==> config.mk <==
export PLATFORM = sky130hd
export DESIGN_NAME = reg_file
export DESIGN_NICKNAME = d
export VERILOG_FILES = /design/src/rtl/riscv_pkg.sv /design/src/rtl/reg_file_rd_port.sv /design/src/rtl/reg_file.sv
export SDC_FILE = /design/constraint.sdc
export NUM_CORES = 2
export LEC_CHECK = 0
export CAP_MARGIN = 20
export CORE_UTILIZATION = 45
export CTS_CLUSTER_DIAMETER = 60
export DETAILED_ROUTE_END_ITERATION = 10
export GPL_ROUTABILITY_DRIVEN = 0
export PLACE_DENSITY = 0.62
export SLEW_MARGIN = 20
export SYNTH_ARGS = -nofsm -noshare
export SYNTH_HDL_FRONTEND = slang
export SYNTH_HIERARCHICAL = 1
export SYNTH_SLANG_ARGS = --single-unit
==> constraint.sdc <==
create_clock -name clk_i -period 3.17 [get_ports clk_i]
set_input_delay 0.317 -clock clk_i [delete_from_list [all_inputs] [get_ports clk_i]]
set_output_delay 0.317 -clock clk_i [all_outputs]
set_load 0.05 [all_outputs]
==> src/rtl/riscv_pkg.sv <==
// rtl/riscv_pkg.sv - shared RISC-V integer constants and types
package riscv_pkg;
    localparam int XLEN       = 32;
    localparam int REG_ADDR_W = 5;
    localparam int NUM_REGS   = 2 ** REG_ADDR_W;

    typedef logic [REG_ADDR_W-1:0] reg_addr_t;
    typedef logic [XLEN-1:0]       xlen_t;
endpackage

==> src/rtl/reg_file_rd_port.sv <==
// rtl/reg_file_rd_port.sv - combinational register file read port
// Decodes one read index, forces x0 to zero and optionally forwards the in-flight write.
module reg_file_rd_port #(
    parameter int DATA_WIDTH = 32,
    parameter int ADDR_WIDTH = 5,
    parameter bit BYPASS     = 1'b0
) (
    input  logic [(2**ADDR_WIDTH)-1:0][DATA_WIDTH-1:0] i_regs,
    input  logic                                       i_wen,
    input  logic [ADDR_WIDTH-1:0]                      i_waddr,
    input  logic [DATA_WIDTH-1:0]                      i_wdata,
    input  logic [ADDR_WIDTH-1:0]                      i_raddr,
    output logic [DATA_WIDTH-1:0]                      o_rdata
);
    logic w_zero;
    logic w_hit;

    assign w_zero = (i_raddr == '0);
    assign w_hit  = BYPASS && i_wen && (i_waddr == i_raddr) && (i_waddr != '0);

    always_comb begin
        o_rdata = i_regs[i_raddr];
        if (w_zero) begin
            o_rdata = '0;
        end else if (w_hit) begin
            o_rdata = i_wdata;
        end
    end
endmodule

==> src/rtl/reg_file.sv <==
// rtl/reg_file.sv - RISC-V integer register file, 2 read ports, 1 write port
// x0 holds no storage; entry 0 of the read vector is a constant zero.
module reg_file
    import riscv_pkg::*;
#(
    parameter int DATA_WIDTH = XLEN,
    parameter int ADDR_WIDTH = REG_ADDR_W,
    parameter bit BYPASS     = 1'b0
) (
    input  logic                  clk_i,
    input  logic                  rst_ni,
    input  logic                  wen_i,
    input  logic [ADDR_WIDTH-1:0] waddr_i,
    input  logic [DATA_WIDTH-1:0] wdata_i,
    input  logic [ADDR_WIDTH-1:0] raddr1_i,
    output logic [DATA_WIDTH-1:0] rdata1_o,
    input  logic [ADDR_WIDTH-1:0] raddr2_i,
    output logic [DATA_WIDTH-1:0] rdata2_o
);
    localparam int NUM = 2 ** ADDR_WIDTH;

    logic [NUM-1:1][DATA_WIDTH-1:0] r_regs;
    logic [NUM-1:0][DATA_WIDTH-1:0] w_regs;

    always_ff @(posedge clk_i or negedge rst_ni) begin
        if (!rst_ni) begin
            r_regs <= '0;
        end else if (wen_i) begin
            for (int i = 1; i < NUM; i++) begin
                if (waddr_i == ADDR_WIDTH'(i)) begin
                    r_regs[i] <= wdata_i;
                end
            end
        end
    end

    assign w_regs = {r_regs, {DATA_WIDTH{1'b0}}};

    reg_file_rd_port #(
        .DATA_WIDTH(DATA_WIDTH),
        .ADDR_WIDTH(ADDR_WIDTH),
        .BYPASS    (BYPASS)
    ) u_rd_port1 (
        .i_regs (w_regs),
        .i_wen  (wen_i),
        .i_waddr(waddr_i),
        .i_wdata(wdata_i),
        .i_raddr(raddr1_i),
        .o_rdata(rdata1_o)
    );

    reg_file_rd_port #(
        .DATA_WIDTH(DATA_WIDTH),
        .ADDR_WIDTH(ADDR_WIDTH),
        .BYPASS    (BYPASS)
    ) u_rd_port2 (
        .i_regs (w_regs),
        .i_wen  (wen_i),
        .i_waddr(waddr_i),
        .i_wdata(wdata_i),
        .i_raddr(raddr2_i),
        .o_rdata(rdata2_o)
    );
endmodule

[After elaboration in Yosys (flattened, before gate mapping)]
Index checks and enable logic that the tools add are counted.
Cells by class
  eq/ne operators: 31
  mux-type cells: 6
  magnitude comparators: 2
  reductions and logical operators: 33
Operators by type and width (number)
  binary-select mux 32 bit (select 5 bit): 2
  two-way mux 32 bit: 4
  == test 5 bit (second input constant): 16
  AND reduction 2 bit: 31
  == test 5 x 4 -> 1 bit (second input constant): 8
  == test 5 x 3 -> 1 bit (second input constant): 4
  < comparator 5 x 6 -> 1 bit (second input constant): 2
  == test 5 x 2 -> 1 bit (second input constant): 2
  logical NOT 5 bit: 2
  == test 5 x 1 -> 1 bit (second input constant): 1
Word-level totals
  input port bits: 50
  register bits: 992
  word-level logic and storage cells: 103

[Longest topological paths before layout]
  word-level depth: 3
  mapped depth: 7

[Cells and area by module]
The synthesis kept the hierarchy.
By module, submodules not included
  reg_file: cells each 2224, sequential area each 24823.8 um^2, instances 1, area an instance 37094.3 um^2
  reg_file_rd_port: cells each 664, sequential area each 0.0 um^2, instances 2, area an instance 8368.0 um^2

[Least setup slack after synthesis]
No wires, ideal clock.
  kind: input port to output port
  start: input port raddr1_i[0]
  end: output port rdata1_o[13]
  cell stages on the path: 7
  path buffers: 4
  arrival: 2580 ps
  setup slack: 273 ps
  cell sequence: buf_4 > inv_2 > buf_4 > buf_4 > clkbuf_1 > o2111ai_1 > a311oi_1
On the way
  longest elaborated chain between the ends: 3
  elaborated cells on any way between the ends: 4
Ends and longest elaborated chain
  start, declared: RTL line reg_file.sv:15  | input logic [ADDR_WIDTH-1:0] raddr1_i,
  binary-select mux 32 bit (select 5 bit): RTL line reg_file_rd_port.sv:22  | o_rdata = i_regs[i_raddr];
  two-way mux 32 bit (not written as such): RTL line reg_file_rd_port.sv:22
  two-way mux 32 bit (*): RTL line reg_file_rd_port.sv:23  | if (w_zero) begin
  end, declared: RTL line reg_file.sv:16  | output logic [DATA_WIDTH-1:0] rdata1_o,
Mark *: on every way between the ends. The rest lies on a longest branch, timed or not. The select of a mux whose other input is x is not followed.

[Worst setup path after layout]
  start: register r_regs[672] (netlist name)
  end: output port rdata2_o[0]
On the way
  longest elaborated chain between the ends: 3
Ends and longest elaborated chain
  start, declared: RTL line reg_file.sv:22  | logic [NUM-1:1][DATA_WIDTH-1:0] r_regs;
  start signal, assigned by index: RTL line reg_file.sv:31  | r_regs[i] <= wdata_i;
  binary-select mux 32 bit (select 5 bit): RTL line reg_file_rd_port.sv:22
  two-way mux 32 bit (not written as such): RTL line reg_file_rd_port.sv:22
  two-way mux 32 bit: RTL line reg_file_rd_port.sv:23
  end, declared: RTL line reg_file.sv:18  | output logic [DATA_WIDTH-1:0] rdata2_o
No other way between the ends. The select of a mux whose other input is x is not followed.

==> out/qor.yml <==
run_status:
  status: "completed"
clock_tree:
  cts.sinks: 992
  cts_buffer_depth: 3
  path_clk_slew_ns: 0.06
  ctsHoldBuffers: 1
  cts_root_buffer: "clkbuf_16"
  insertion_delay_ns: 0.68
  numCtsBuffers: 114
  htree_levels: 3
  cts_tree: "done"
  post_cts_buffers: 0
  ctsResizeCount: 0
floorplanning:
  row_count: 126
  die_y_um: 348
  die_x_um: 348
  die-area_um2: 121000
  initial_core_util_pct: 45.5
  core_area_um2: 118000
  ios: 114
timing:
  clock_skew_ns: 0
  tightest_slew_ns: 1.20
  rsz0062_at_grt: "no"
  period_share_pct: 97.6
  hold_viol_final: 0
  maxSlewViolCount: 0
  max_slew_margin_pct: 20.1
  worst_slack_ns: 0.0770
  min_period_ns: 3.09
  tns_ns: 0
  setup_viol: 0
  fmax_ghz: 0.323
synth:
  synthCells: 3552
  synth_seq_cells: 992
  yosysMostFrequentCell: "mux2_2"
  synth-simple-area-share_pct: 1.65
  synth-edff-count: 0
  ys_warn_count: 6
  synth_fa_ha_area_share_pct: 0
  ys_top_cells_by_area: "dfrtp_1 46%, mux2_2 22%, mux4_2 19%"
  synthMuxAreaShare_pct: 43.2
  synth_top_area_share_pct: 46.1
  yosysSeqAreaShare_pct: 46.1
  yosysUniqueCellTypes: 39
  synth-compound-area-share_pct: 4.97
  synth.avg_cell_area_um2: 15.2
  ys_top_cells_by_count: "1040 x mux2_2, 992 x dfrtp_1, 448 x mux4_2"
  async_flop_share_pct: 100
  netlist_area_um2: 53800
  synth_top_area_cell: "dfrtp_1"
  synth_xor_area_share_pct: 0
  synth_flop_cell: "dfrtp_1"
  synth_top_family_by_area: "multiplexers"
setup_path:
  arrival_ns: 2.78
  worst_path_max_delay_cell: "a311oi_1"
  cp.required_ns: 2.85
  cp-start-kind: "register"
  cp_top_family: "compound AO/OA/AOI/OAI gates"
  critPathMaxStageDelay_ns: 0.82
  path_cells: "mux2i_1 > a221oi_1 > o21ai_0 > a311oi_1 > buf_12"
  critPathKind: "register to output pin"
  path_buf_inv: 1
  end_kind: "output pin"
  crit_fanout: 3
global_route:
  grt_first_pass_wirelength_mm: 254
  track_usage_pct: 28.8
  grt-ovfl-total: 0
  grt_max_degree: 115
  antenna_found_initial: 5
  grt_pass1_vias: 36100
finish:
  multi_input_area_um2: 27300
  top_regs: "r_regs (992)"
  final_area_um2: 62700
  regMostFlops: "r_regs"
  fillers: 9792
  regArea_um2: 24800
  final_core_util_pct: 53.0
  area_growth_pct: 16.6
  largest_reg_flops: 992
  layout.nets: 3766
  drive_gt1_share_pct: 54.8
drt:
  postRouteWirelength_mm: 172
  dr.pass1.iters: 5
  drtIter0Drc: 2834
  wire_per_inst_um: 31.8
  postRouteAntennaNets: 0
  vias_per_cell: 6.45
  drcViolationCount: 0
  vias: 34900
power:
  p_leak_nw: 27.0
  irDropWorstVdd_uv: 486
  powerDensity_nw_per_um2: 625
  finalPower_w: 0.0392
run:
  maxCapViolCount: 0
place:
  port_buffers: 113
  place_area_um2: 58900
  hpwl_mm: 104
  place_ws_ns: 0.188
hold_path:
  min_path_type: "input port to async pin"
[per-layer routing]
| layer | vias to the layer above | part of all wire [%] | global-route usage, % |
|---|---|---|---|
| li1 | 14200 | - | - |
| met1 | 19000 | 41 | 39.7 |
| met2 | 1355 | 47 | 45.7 |
| met3 | 333 | 7.3 | 5.11 |
| met4 | 6 | 3.8 | 10.8 |
| met5 | - | 0.023 | 0 |
[cell families after synthesis]
family / count (synthesis)
flops: 992
compound gates: 368
other cells: 1
mux: 1632
simple gates: 159
buf+inv: 400
[report_power, final]
part | switching [W] | internal [W]
Sequential | 0.00173 | 0.0152
Clock | 0.00549 | 0.00810
Combinational | 0.00355 | 0.00518
Total | 0.0108 | 0.0284
[cell type report]
cell class,count,area share (%)
timing repair buffer,383,7.50
sequential,992,39.6
clock buffer,164,5.33
tap,1600,3.19
antenna,1,0.00399
clock inverter,46,0.833
inverter,2,0.0199
multi-input combinational,2223,43.6
[path summary, 6_finish.rpt]
check	startpoint	endpoint	slack (ns)	cells past startpoint
setup / recovery	r_regs[672]$_DFFE_PN0P_	rdata2_o[0]	0.08	5
hold / removal	rst_ni	r_regs[32]$_DFFE_PN0P_	0.15	2
setup reg to reg	r_regs[291]$_DFFE_PN0P_	r_regs[291]$_DFFE_PN0P_	2.36	1
hold reg to reg	r_regs[954]$_DFFE_PN0P_	r_regs[954]$_DFFE_PN0P_	0.51	1
max in group asynchronous	rst_ni	r_regs[784]$_DFFE_PN0P_	1.91	3
min in group clk_i	wdata_i[8]	r_regs[40]$_DFFE_PN0P_	0.28	2
[placed cells by master, fill, tap and decap left out, types with 66 or more instances in the layout]
| cell | n |
|---|---|
| mux4_2 | 448 |
| mux2i_1 | 128 |
| dfrtp_1 | 992 |
| clkbuf_16 | 115 |
| nor2b_1 | 66 |
| mux2_2 | 1040 |
| buf_4 | 193 |
| o21ai_1 | 106 |
| buf_12 | 140 |
[stage by stage]
stage          hold WS (ns)  std cells
2_1_floorplan        0.0214       3615
3_3_place_gp          0.301       5199
3_5_place_dp          0.296       5199
4_1_cts               0.164       5410
5_1_grt               0.170       5411
6_report              0.149       5411
Note: power is estimated with default switching activity, not from simulation.
